`config.mk`:
```
export PLATFORM = sky130hd
export DESIGN_NAME = instr_fetch_unit
export DESIGN_NICKNAME = d
export VERILOG_FILES = /design/src/rtl/cpu_pkg.sv /design/src/rtl/fetch_queue.sv /design/src/rtl/instr_fetch_unit.sv
export SDC_FILE = /design/constraint.sdc
export NUM_CORES = 1
export LEC_CHECK = 0
export CAP_MARGIN = 20
export CORE_MARGIN = 1
export CORE_UTILIZATION = 30
export DETAILED_ROUTE_END_ITERATION = 8
export PLACE_DENSITY = 0.47
export SYNTH_ARGS = -nofsm -noshare
export SYNTH_HDL_FRONTEND = slang
export SYNTH_SLANG_ARGS = --single-unit
```
`constraint.sdc`:
```
create_clock -name clk -period 3.02 [get_ports clk]
set_input_delay 0.906 -clock clk [delete_from_list [all_inputs] [get_ports clk]]
set_output_delay 0.906 -clock clk [all_outputs]
set_load 0.02 [all_outputs]
```
`src/rtl/cpu_pkg.sv`:
```
// Shared CPU front-end types: bus widths, the NOP encoding, reset PC and the fetch-entry record.
// Used by fetch, the instruction memory and decode alike.
package cpu_pkg;

  localparam int ADDR_W  = 32;
  localparam int INSTR_W = 32;

  localparam logic [INSTR_W-1:0] NOP_INSTR        = 32'h0000_0000;
  localparam logic [ADDR_W-1:0]  RESET_PC_DEFAULT = 32'h0000_0000;

  typedef struct packed {
    logic [ADDR_W-1:0]  pc;
    logic               fault;
    logic [INSTR_W-1:0] instr;
  } fetch_entry_t;

  localparam int FETCH_ENTRY_W = $bits(fetch_entry_t);

endpackage

```
`src/rtl/fetch_queue.sv`:
```
// Prefetch FIFO of fetch entries with a single-cycle flush; a push is visible at the head next cycle.
// No internal backpressure: the caller only pushes when not full, or when full with a same-cycle pop.
module fetch_queue
  import cpu_pkg::*;
#(
  parameter int DEPTH = 4
) (
  input  logic                       clk,
  input  logic                       rst,
  input  logic                       push,
  input  logic [FETCH_ENTRY_W-1:0]   push_dat,
  input  logic                       pop,
  input  logic                       flush,
  output logic [FETCH_ENTRY_W-1:0]   head_dat,
  output logic [$clog2(DEPTH):0]     count,
  output logic                       full,
  output logic                       empty
);

  localparam int PTR_W = $clog2(DEPTH);
  localparam int CNT_W = PTR_W + 1;

  fetch_entry_t      mem_q [DEPTH];
  fetch_entry_t      mem_d [DEPTH];
  logic [PTR_W-1:0]  wr_ptr_q, wr_ptr_d;
  logic [PTR_W-1:0]  rd_ptr_q, rd_ptr_d;
  logic [CNT_W-1:0]  count_q, count_d;

  always_comb begin
    mem_d    = mem_q;
    wr_ptr_d = wr_ptr_q;
    rd_ptr_d = rd_ptr_q;
    count_d  = count_q;
    if (flush) begin
      wr_ptr_d = '0;
      rd_ptr_d = '0;
      count_d  = '0;
    end else begin
      if (push) begin
        mem_d[wr_ptr_q] = fetch_entry_t'(push_dat);
        wr_ptr_d        = wr_ptr_q + 1'b1;
      end
      if (pop) begin
        rd_ptr_d = rd_ptr_q + 1'b1;
      end
      // Push and pop together leave the occupancy unchanged, including when full.
      case ({push, pop})
        2'b10:   count_d = count_q + 1'b1;
        2'b01:   count_d = count_q - 1'b1;
        default: count_d = count_q;
      endcase
    end
  end

  always_ff @(posedge clk) begin
    if (rst) begin
      for (int i = 0; i < DEPTH; i++) begin
        mem_q[i] <= '0;
      end
      wr_ptr_q <= '0;
      rd_ptr_q <= '0;
      count_q  <= '0;
    end else begin
      mem_q    <= mem_d;
      wr_ptr_q <= wr_ptr_d;
      rd_ptr_q <= rd_ptr_d;
      count_q  <= count_d;
    end
  end

  assign head_dat = mem_q[rd_ptr_q];
  assign count    = count_q;
  assign full     = (count_q == CNT_W'(DEPTH));
  assign empty    = (count_q == '0);

endmodule

```
`src/rtl/instr_fetch_unit.sv`:
```
// Instruction fetch: drives the PC to imem, queues {pc, fault, instr}, hands the head to decode; redirects flush.
// Latency: 1 cycle reset/fetch to head, 2-cycle redirect bubble; fetch stalls while the queue is full and not draining.
module instr_fetch_unit
  import cpu_pkg::*;
#(
  parameter logic [ADDR_W-1:0] RESET_PC   = RESET_PC_DEFAULT,
  parameter int                DEPTH      = 4,
  parameter int                IMEM_WORDS = 256
) (
  input  logic                clk,
  input  logic                rst,
  output logic [ADDR_W-1:0]   imem_addr,
  input  logic [INSTR_W-1:0]  imem_instr,
  input  logic                fetch_en,
  input  logic                redirect_valid,
  input  logic [ADDR_W-1:0]   redirect_pc,
  output logic                out_valid,
  input  logic                out_ready,
  output logic [ADDR_W-1:0]   out_pc,
  output logic [INSTR_W-1:0]  out_instr,
  output logic                out_fault
);

  localparam int                CNT_W      = $clog2(DEPTH) + 1;
  localparam logic [ADDR_W-1:0] IMEM_LIMIT = ADDR_W'(IMEM_WORDS);

  logic [ADDR_W-1:0]        fetch_pc_q, fetch_pc_d;
  logic                     fetch_fault;
  logic                     push, pop;
  logic                     q_full;
  logic                     unused_q_empty;
  logic                     unused_redirect_lsb;
  logic [CNT_W-1:0]         q_count;
  fetch_entry_t             push_entry;
  fetch_entry_t             head_entry;
  logic [FETCH_ENTRY_W-1:0] head_dat;

  assign fetch_fault = (fetch_pc_q >> 2) >= IMEM_LIMIT;

  always_comb begin
    push_entry.pc    = fetch_pc_q;
    push_entry.fault = fetch_fault;
    push_entry.instr = fetch_fault ? NOP_INSTR : imem_instr;
  end

  // A redirect masks the head so no wrong-path instruction is handed over in the flush cycle.
  assign out_valid = (q_count != '0) && !redirect_valid;
  assign pop       = out_valid && out_ready;
  assign push      = fetch_en && !redirect_valid && (!q_full || pop);

  always_comb begin
    fetch_pc_d = fetch_pc_q;
    if (redirect_valid) begin
      fetch_pc_d = {redirect_pc[ADDR_W-1:2], 2'b00};
    end else if (push) begin
      fetch_pc_d = fetch_pc_q + 32'd4;
    end
  end

  always_ff @(posedge clk) begin
    if (rst) begin
      fetch_pc_q <= RESET_PC;
    end else begin
      fetch_pc_q <= fetch_pc_d;
    end
  end

  fetch_queue #(
    .DEPTH (DEPTH)
  ) u_fetch_queue (
    .clk      (clk),
    .rst      (rst),
    .push     (push),
    .push_dat (push_entry),
    .pop      (pop),
    .flush    (redirect_valid),
    .head_dat (head_dat),
    .count    (q_count),
    .full     (q_full),
    .empty    (unused_q_empty)
  );

  assign unused_redirect_lsb = ^redirect_pc[1:0];

  assign head_entry = fetch_entry_t'(head_dat);
  assign imem_addr  = fetch_pc_q;
  assign out_pc     = head_entry.pc;
  assign out_instr  = head_entry.instr;
  assign out_fault  = head_entry.fault;

endmodule

```
==> results of run 1 <==
## what timing repair did
item,CTS,global route
gates resized for setup,124,26
buffers inserted,9,2
pin swaps,0,0
setup endpoints to repair,63,32
hold buffers,0,0
## power by group through the flow
stage / registers [mW] / clock network, mW / logic, mW
finish: 3.94 / 4.33 / 0.614
floorplan: 3.96 / 0 / 0.381
global placement: 4.02 / 0 / 0.622
CTS: 3.94 / 4.45 / 0.618
detailed placement: 4.02 / 0 / 0.621
global route: 3.95 / 4.60 / 0.659
## registers in the layout, summed over array words and instances (netlist names)
| register | cells |
|---|---|
| u_fetch_queue.count | 3 |
| u_fetch_queue.rd_ptr_q | 2 |
| imem_addr | 30 |
| u_fetch_queue.wr_ptr_q | 2 |
| u_fetch_queue.mem_q | 252 |
## final timing paths
check | end | start | depth (start not counted)
max | out_pc[14] | u_fetch_queue.rd_ptr_q[0]$_SDFFE_PP0P_ | 3
min | u_fetch_queue.mem_q[21]$_SDFFE_PP0P_ | u_fetch_queue.mem_q[21]$_SDFFE_PP0P_ | 2
max reg2reg | u_fetch_queue.mem_q[132]$_SDFFE_PP0P_ | imem_addr[14]$_SDFFE_PP0P_ | 6
min reg2reg | u_fetch_queue.mem_q[21]$_SDFFE_PP0P_ | u_fetch_queue.mem_q[21]$_SDFFE_PP0P_ | 2
## cell type report
class / count / area share, %
Tap cell: 539 / 4.15
Inverter: 11 / 0.254
Multi-Input combinational cell: 1047 / 38.1
Clock buffer: 50 / 6.18
Timing Repair Buffer: 226 / 14.5
Sequential cell: 289 / 35.7
Clock inverter: 14 / 1.16
## per-stage QoR
step | total power, mW | cell area, um^2 | worst slack, ns | hold WS (ns) | TNS (ns)
2_1_floorplan | 4.34 | 12900 | 0.261 | 0.429 | 0
4_1_cts | 9.01 | 16200 | -0.0565 | 0.448 | -0.0565
5_1_grt | 9.21 | 16200 | -0.00305 | 0.467 | -0.00588
6_report | 8.88 | 16200 | 0.0666 | 0.448 | 0
3_5_place_dp | 4.64 | 15100 | -0.00937 | 0.440 | -0.00937
3_3_place_gp | 4.64 | 15100 | 0.0150 | 0.435 | 0
## placed cells by master (no fill, tap or decap), types with 4 or more instances in the layout
| cell | instances |
|---|---|
| inv_1 | 11 |
| dfxtp_1 | 287 |
| a21oi_1 | 268 |
| mux4_2 | 63 |
| nor3_1 | 17 |
| o311ai_0 | 4 |
| nand2_1 | 389 |
| xor2_1 | 4 |
| and2_1 | 9 |
| o21ai_0 | 7 |
| conb_1 | 4 |
| a211oi_1 | 5 |
| buf_2 | 19 |
| xnor2_1 | 12 |
| nand3_1 | 138 |
| clkbuf_16 | 36 |
| ha_1 | 6 |
| nand2_2 | 4 |
| nor4_1 | 8 |
| o22ai_1 | 11 |
| nor2_1 | 23 |
| and3_2 | 4 |
| clkbuf_1 | 9 |
| and3_1 | 6 |
| o211ai_1 | 5 |
| clkdlybuf4s50_1 | 96 |
| buf_4 | 34 |
| buf_12 | 31 |
| a31oi_1 | 16 |
| clkdlybuf4s15_1 | 15 |
| clkinv_2 | 5 |
| dlygate4sd2_1 | 24 |
| clkbuf_8 | 6 |
| nand4_1 | 9 |
| clkbuf_2 | 4 |
| and4_1 | 5 |
## worst max-delay path, delay by kind of cell (launching register included)
| family | cells | cell delay [ns] |
|---|---|---|
| muxes | 1 | 0.55 |
| DFF | 1 | 0.41 |
| buffers and inverters | 2 | 0.53 |
## cell families (layout without fill, tap and decap cells)
kind of cell	after synthesis	count (layout)	share of synthesized area, %
AND/OR/NAND/NOR	630	630	21.3
AO/OA/AOI/OAI	326	326	13.5
flip-flops	289	289	44.9
buffers and inverters	199	301	7.34
multiplexers	64	64	11.1
XOR/XNOR	16	16	1.09
adder cells (fa/ha/maj)	7	7	0.738
other	1	4	0.0291
## per-layer routing
metal | up-vias | routed length (um)
met2 | 365 | 19700
met4 | 0 | 631
met3 | 47 | 2650
met1 | 5503 | 19300
met5 | - | 0
li1 | 5431 | -
==> summary.md, run 1 <==
| Metric | Value |
|---|---|
| Unrepaired setup endpoints after global routing | yes |
| Number of distinct library cells after synthesis | 47 |
| Cell Pwr Density | 547 nW/um^2 |
| Share of layout cells above drive strength 1 | 13.7% |
| DRT iter0 DRCs | 863 |
| VDD IR max | 0.315 mV |
| Antenna cells | 0 |
| Die Ht | 209 um |
| CP peak stage delay | 0.55 ns |
| Crit path capture type | primary output |
| Ranking of synthesized cells by area | dfxtp_1 (45%), nand2_1 (11%), mux4_2 (11%) |
| Total overflow reported by the global router | 0 |
| Yosys top cell area share | 44.9% |
| Status | completed |
| Gate Count Post-Synth | approximately 1,500 |
| Endpoints failing setup | 0 |
| Vias per cell | 5.21 |
| Switching part of the total | roughly a quarter |
| Area leader, netlist | dfxtp_1 |
| Post-layout min period | 2.95 ns |
| Met1 Use GR | 26.4% |
| Gr busiest metal | met2 |
| # DRC | 0 |
| Routing usage on met2 | 30.9% |
| Startpoint type of the worst setup path | flop |
| Fin crit share | 97.8% |
| Lkg Pwr | 5.36 nW |
| CP Class | flop to primary output |
| R2R Setup Slk | 0.61 ns |
| GPL Wtd Cong | between 0.7 and 0.8 |
| Slowest-stage cell, CP | mux4_2 |
| Mapped Area | 12,900 um^2 |
| Slew margin rel. | around 48% |
| WP data required | 2.11 ns |
| Achievable Freq | about 340 MHz |
| Most common cell in the netlist | nand2_1 |
| Slew of the pin with the lowest slew margin | between 0.7 and 0.8 ns |
| Worst EP arrival | 2.05 ns |
| Antenna Nets Post-Route | 0 |
| Clock sink count | 289 |
| Placed Cells | ~2,100 |
| Sequential power share | approximately 44% |
| Num CTS Buffers | 36 |
| Int Pwr | between 6 and 7 mW |
| Utilization after layout | 38.5% |
| GR Util met3 | 3.65% |
| Multi-input gate area | between 6000 and 7000 um^2 |
| Placeable Area | between 40,000 and 50,000 um^2 |
| Register area share after synthesis | 44.9% |
| Antenna violations before repair | 0 |
| Largest net degree at the start of global routing | around 110 |
| Clock slew at reported path FFs | 0.06 ns |
| Final wirelength | 42.3 mm |
| CTS tree | done |
| Via count | between 10,000 and 15,000 |
| Ys flop type | dfxtp_1 |
| DRT Pass-1 Iters | 5 |
| Top cells by count, synth | nand2_1 (393), dfxtp_1 (289), a21oi_1 (268), nand3_1 (138), clkbuf_1 (98) |
| Synth Register Bits | 289 |
| Synth warnings | 0 |
| Drt wl/cell | 19.4 um |
| First-pass GRT wire length | 65.6 mm |
| I/O pin count | 167 |
| Vias in the first global route | around 11,000 |
| Min-Delay Path Class | flop to flop |
| Share of flip-flops with an asynchronous set or reset | 0% |
| Area Overhead vs Synth | 26.0% |
| Fillers | 4,238 |
| Sw power | 2.17 mW |
| Gr usage total | 19.2% |
| Gate power share | 6.9% |
| Clock Skews | 0.0176 ns |
| Die Area | 43,800 um^2 |
| Final cell count without fillers | 2,176 |
| Row count | 75 |
| Max Cap Viol | 0 |
| Initial Util | 30.6% |
| Final Hold Viols | 0 |
| Highest net fanout along the worst path | 13 |
| Die W | 209 um |
| Clock power share | 48.7% |
| Max Root-Sink Buffers | 3 |
| Worst skew pair latency | 0.55 ns |
| H-tree depth | 2 |
| PortBufs | 160 |
| Root Buffer | clkbuf_16 |
| Detailed placer's ending HPWL | between 20 and 30 mm |
| Number of enable flip-flop cells after synthesis | 0 |
| Final-report max-slew violation count | 0 |
| Mean post-synth cell area | 8.41 um^2 |
| Layout Nets | 1,687 |
| Area taken by flip-flops and latches | around 5800 um^2 |
| CP cell instances | buf_12, mux4_2, dlygate4sd2_1 |
Note: power is estimated with default switching activity, not from simulation.
==> run 2: changes to the inputs <==
- CORE_MARGIN: 1 -> 1.5
- CORE_UTILIZATION: 30 -> 55
- PLACE_DENSITY: 0.47 -> 0.78
==> run 2 against run 1 <==
  * Cell count is 12% lower
  * Sequential power hardly changed
  * Non-clock buffer count is 17 lower
  * Cell area is 4.3% lower
  * Wire length is 14% lower
  * Sequential cell count stayed put
  * Largest power group is now registers
  * Total power is 7.6% lower
  * Core utilization is 29 points higher
  * Worst setup slack worse by 0.011 ns
==> summary.md, run 2 (same netlist as run 1, synthesis figures left out) <==
| Metric | Value |
|---|---|
| DRT Pass-1 Iters | 7 |
| Top reg by flops | u_fetch_queue.mem_q |
| Status | completed |
| First-pass GRT wire length | 57.8 mm |
| Area taken by flip-flops and latches | roughly 5800 um^2 |
| CP peak stage delay | about 0.51 ns |
| Worst skew pair latency | ~0.55 ns |
| Row count | 55 |
| Die Ht | 156 um |
| Die Area | 24,400 um^2 |
| Share of layout cells above drive strength 1 | 12.6% |
| Final Instance Area | 15,500 um^2 |
| H-tree depth | 1 |
| Commonest non-fill, non-tap cell in the layout | nand2_1 |
| Slowest-stage cell, CP | mux4_2 |
| Antenna Nets Post-Route | 0 |
| Hold-fix buffers, CTS | 0 |
| Achievable Freq | roughly 340 MHz |
| Antenna cells | 0 |
| Die W | 156 um |
| Placeable Area | 22,800 um^2 |
| GPL Wtd Cong | between 0.8 and 0.9 |
| I/O pin count | between 150 and 200 |
| Largest net degree at the start of global routing | 105 |
| CP cell instances | buf_4, buf_16, mux4_2, clkdlybuf4s15_2 |
| Slew of the pin with the lowest slew margin | 0.667 ns |
| Via count | approximately 12,000 |
| Root Buffer | clkbuf_16 |
| Min-Delay Path Class | flop to flop |
| Hold_ws | between 0.4 and 0.5 ns |
| Placement Setup Slack | a little over 0.03 ns |
| Clock sink count | just under 300 |
| Antenna violations before repair | 0 |
| Max reg flops | between 200 and 300 |
| Max Cap Viol | 0 |
| Post-Route M1 WL | 14.4 mm |
| Sw power | 1.93 mW |
| Endpoints failing setup | 0 |
| Crit path capture type | primary output |
| DRT iter0 DRCs | 1,133 |
| # DRC | 0 |
| Total overflow reported by the global router | 0 |
| Fin Setup TNS | 0 ns |
| Layout Nets | 1,664 |
| Int Pwr | 6.28 mW |
| Gate power share | slightly above 7% |
| Multi-input gate area | 6190 um^2 |
| Switching part of the total | 23.5% |
| Post-layout min period | 2.96 ns |
| Gr usage total | 29.7% |
| Slew margin rel. | 55.2% |
| Fin crit share | between 90 and 100% |
| CP Class | flop to primary output |
| Lkg Pwr | 5.20 nW |
| Max Used Layer | met4 |
| Drt wl/cell | 18.9 um |
| Cell Pwr Density | 528 nW/um^2 |
| Clock Skews | 0.0156 ns |
| Sequential power share | between 40% and 50% |
| Initial Util | between 50% and 60% |
| Fillers | 1,848 |
| Final-report max-slew violation count | 0 |
| Met3 wire length | 3.06 mm |
| Final Hold Viols | 0 |
| Area Overhead vs Synth | 20.6% |
| Vias in the first global route | 11,200 |
| Clock power share | around 45% |
| Num CTS Buffers | 30 |
| Highest net fanout along the worst path | 10 |
| Startpoint type of the worst setup path | flop |
| Clock slew at reported path FFs | 0.06 ns |
| Total power draw | 8.21 mW |
| VDD IR max | 0.448 mV |
| Final cell count without fillers | 1,922 |
| Final setup margin | 0.0558 ns |
| Worst EP arrival | 2.06 ns |
| Detailed placer's ending HPWL | 21.9 mm |
| Placed Cells | between 1,500 and 2,000 |
| Commonest non-fill, non-tap cells in the layout | nand2_1 (389), dfxtp_1 (287), a21oi_1 (268), nand3_1 (138), clkdlybuf4s50_1 (95) |
| Final wirelength | 36.4 mm |
| Met2 routed WL | 18.1 mm |
| Max Root-Sink Buffers | 3 |
| Placed cell areas | 14,600 um^2 |
| PortBufs | 160 |
| WP data required | 2.11 ns |
| Unrepaired setup endpoints after global routing | no |
| Vias per cell | 6.04 |
| Utilization after layout | between 60 and 70% |
| CTS tree | done |
run 2: cell types whose count changed in the layout (fill, tap and decap cells not counted), sizes merged, moves of 2 or more:
cell / change
clkdlybuf4s15: -13
bufinv: -2
clkinvlp: -2
dlygate4sd2: +9
clkbuf: +17
buf: -33
clkinv: -5
run 2: area by class of cell:
cell class	instances	area share [%]
inverters	11	0.266
flip-flops and latches	289	37.3
clock inverters	6	0.379
repair buffers	209	13.8
multi-input cells	1047	39.8
clock buffers	47	5.97
well taps	313	2.52
run 2: per-layer routing:
layer  up-vias  track usage [%]
met5         -                0
met4         0             9.25
met3        70             4.47
met2       580             50.9
met1      5604             38.5
li1       5363                -
run 2: worst max-delay path: cells and delay by family, from the launching register on:
| family | cells | cell delay (ns) |
|---|---|---|
| buffers and inverters | 3 | 0.59 |
| muxes | 1 | 0.51 |
| DFF | 1 | 0.41 |
run 2: power by group through the flow:
stage,logic (mW),registers (mW),clock network (mW)
floorplan,0.381,3.96,0
global placement,0.576,4.02,0
detailed placement,0.579,4.02,0
CTS,0.579,3.94,3.71
global route,0.618,3.95,3.88
finish,0.582,3.94,3.68
run 2: path summary, 6_finish.rpt:
path / endpoint / cells past startpoint / from / slack [ns]
max: out_pc[8] / 4 / u_fetch_queue.rd_ptr_q[0]$_SDFFE_PP0P_ / 0.06
min: u_fetch_queue.mem_q[6]$_SDFFE_PP0P_ / 2 / u_fetch_queue.mem_q[6]$_SDFFE_PP0P_ / 0.45
max reg2reg: u_fetch_queue.mem_q[152]$_SDFFE_PP0P_ / 5 / imem_addr[14]$_SDFFE_PP0P_ / 0.61
min reg2reg: u_fetch_queue.mem_q[6]$_SDFFE_PP0P_ / 2 / u_fetch_queue.mem_q[6]$_SDFFE_PP0P_ / 0.45
run 2: timing repair:
action | CTS | global route
cloned | 1 | 0
setup endpoints to repair | 63 | 26
gates resized for setup | 98 | 35
buffers inserted | 4 | 0
==> run 3: changes to the inputs <==
- clock period: 3.02 -> 3.1 ns (I/O delays scaled with it)
==> run 3 against run 2 <==
  * Non-clock buffer count is 9 lower
  * Hold slack got worse by 0.00062 ns
  * Cell area rose by 0.38%
  * Clock skew down 0.0044 ns
  * Combinational power fell by 3.6%
  * Sequential share of layout area shrank 0.16 points
  * Critical path type unchanged
==> summary.md, run 3 (same netlist as run 1, synthesis figures left out) <==
| Metric | Value |
|---|---|
| Hold-fix buffers, CTS | 0 |
| Max reg flops | around 250 |
| Slew of the pin with the lowest slew margin | 0.607 ns |
| Fin crit share | 98.4% |
| Gr usage total | 29.1% |
| WP data required | approximately 2.2 ns |
| Unrepaired setup endpoints after global routing | no |
| Top reg by flops | u_fetch_queue.mem_q |
| Initial Util | 56.4% |
| Via count | 11,500 |
| Clock sink count | just under 300 |
| Num CTS Buffers | 29 |
| Antenna violations before repair | 1 |
| Total overflow reported by the global router | 0 |
| Highest net fanout along the worst path | 18 |
| Placed cell areas | between 10,000 and 15,000 um^2 |
| Slew margin rel. | 59.5% |
| GPL Wtd Cong | 0.875 |
| Post-layout min period | 3.05 ns |
| H-tree depth | 1 |
| Die Ht | 156 um |
| Placeable Area | 22,800 um^2 |
| Sequential power share | 46.3% |
| DRT iter0 DRCs | 1,127 |
| Commonest non-fill, non-tap cells in the layout | nand2_1 (389), dfxtp_1 (287), a21oi_1 (268), nand3_1 (138), clkdlybuf4s50_1 (96) |
| # DRC | 0 |
| I/O pin count | around 170 |
| Vias in the first global route | between 10,000 and 15,000 |
| CTS tree | done |
| Clock slew at reported path FFs | 0.06 ns |
| Detailed placer's ending HPWL | 21.4 mm |
| Switching part of the total | 22.7% |
| Share of layout cells above drive strength 1 | between 10% and 20% |
| Area taken by flip-flops and latches | 5790 um^2 |
| Drt wl/cell | 18.7 um |
| CP Class | flop to primary output |
| Achievable Freq | 328 MHz |
| Layout Nets | roughly 1,700 |
| Final wirelength | between 30 and 40 mm |
| First-pass GRT wire length | 56.8 mm |
| Die W | 156 um |
| Final-report max-slew violation count | 0 |
| Clock Skews | 0.0112 ns |
| Placement Setup Slack | roughly 0.041 ns |
| Row count | between 50 and 60 |
| Startpoint type of the worst setup path | flop |
| Worst skew pair latency | 0.55 ns |
| Fin Setup TNS | 0 ns |
| Sw power | 1.89 mW |
| Root Buffer | clkbuf_16 |
| Vias per cell | roughly 6 |
| Final setup margin | 0.0491 ns |
| Gate power share | under 10% |
| Final Instance Area | 15,600 um^2 |
| Die Area | 24,400 um^2 |
| Int Pwr | 6.42 mW |
| PortBufs | 160 |
| Multi-input gate area | a little over 6000 um^2 |
| Cell Pwr Density | roughly 530 nW/um^2 |
| Area Overhead vs Synth | 21.0% |
| Commonest non-fill, non-tap cell in the layout | nand2_1 |
| Endpoints failing setup | 0 |
| Worst EP arrival | 2.12 ns |
| Fillers | 1,808 |
| Status | completed |
| Lkg Pwr | 5.26 nW |
| Clock power share | 47.0% |
| Post-CTS setup buffer count | 0 |
| DRT Pass-1 Iters | 6 |
| Antenna Nets Post-Route | 0 |
| Max Root-Sink Buffers | 3 |
| Final Hold Viols | 0 |
| Max Cap Viol | 0 |
| Largest net degree at the start of global routing | 133 |
| VDD IR max | between 0.3 and 0.4 mV |
| Crit path capture type | primary output |
| Min-Delay Path Class | flop to flop |
run 3: through the flow:
stage | total power [mW] | hold WS [ns] | util (%) | std cells
final | 8.30 | 0.448 | 68.3 | 1915
after global routing | 8.54 | 0.465 | 68.3 | 1915
after CTS | 8.33 | 0.449 | 68.3 | 1914
after detailed placement | 4.48 | 0.441 | 63.7 | 1859
after global placement | 4.47 | 0.434 | 63.7 | 1859
after floorplan | 4.23 | 0.429 | - | 1535
run 3: layout make-up:
type / instances / share of cell area, %
Multi-Input combinational cell: 1047 / 39.7
Sequential cell: 289 / 37.1
Timing Repair Buffer: 200 / 13.5
Clock buffer: 41 / 5.52
Tap cell: 313 / 2.51
Clock inverter: 13 / 1.40
Inverter: 11 / 0.265
Antenna cell: 1 / 0.0160
run 3: path summary, 6_finish.rpt:
kind	start	endpoint	slack [ns]	cells after the start
setup / recovery	u_fetch_queue.rd_ptr_q[0]$_SDFFE_PP0P_	out_pc[14]	0.05	3
hold / removal	u_fetch_queue.mem_q[18]$_SDFFE_PP0P_	u_fetch_queue.mem_q[18]$_SDFFE_PP0P_	0.45	2
setup reg to reg	imem_addr[14]$_SDFFE_PP0P_	u_fetch_queue.mem_q[207]$_SDFFE_PP0P_	0.71	5
hold reg to reg	u_fetch_queue.mem_q[18]$_SDFFE_PP0P_	u_fetch_queue.mem_q[18]$_SDFFE_PP0P_	0.45	2
run 3: repair_timing:
item                                    4_1_cts  5_1_grt
gates resized for setup                      65        4
gates cloned                                  1        0
endpoints found under the setup margin       63        3
run 3: power groups by stage:
| stage | Sequential (mW) | Clock, mW | Combinational [mW] |
|---|---|---|---|
| after floorplan | 3.86 | 0 | 0.371 |
| final | 3.84 | 3.90 | 0.561 |
| after global routing | 3.84 | 4.09 | 0.597 |
| after global placement | 3.92 | 0 | 0.557 |
| after detailed placement | 3.92 | 0 | 0.560 |
| after CTS | 3.84 | 3.94 | 0.556 |
run 3: critical path, cell delays in order (launching register included):
cell	delay, ns
dfxtp_4	0.45
buf_12	0.23
mux4_2	0.55
dlygate4sd2_1	0.34
run 3: metal layers:
metal	vias up	track usage, %	wire (um)	part of all wire [%]
met1	5563	39.4	14700	41
met5	-	0	0	0
met4	0	8.16	710	2.0
li1	5355	-	-	-
met2	550	48.6	17400	49
met3	59	4.19	3030	8.4
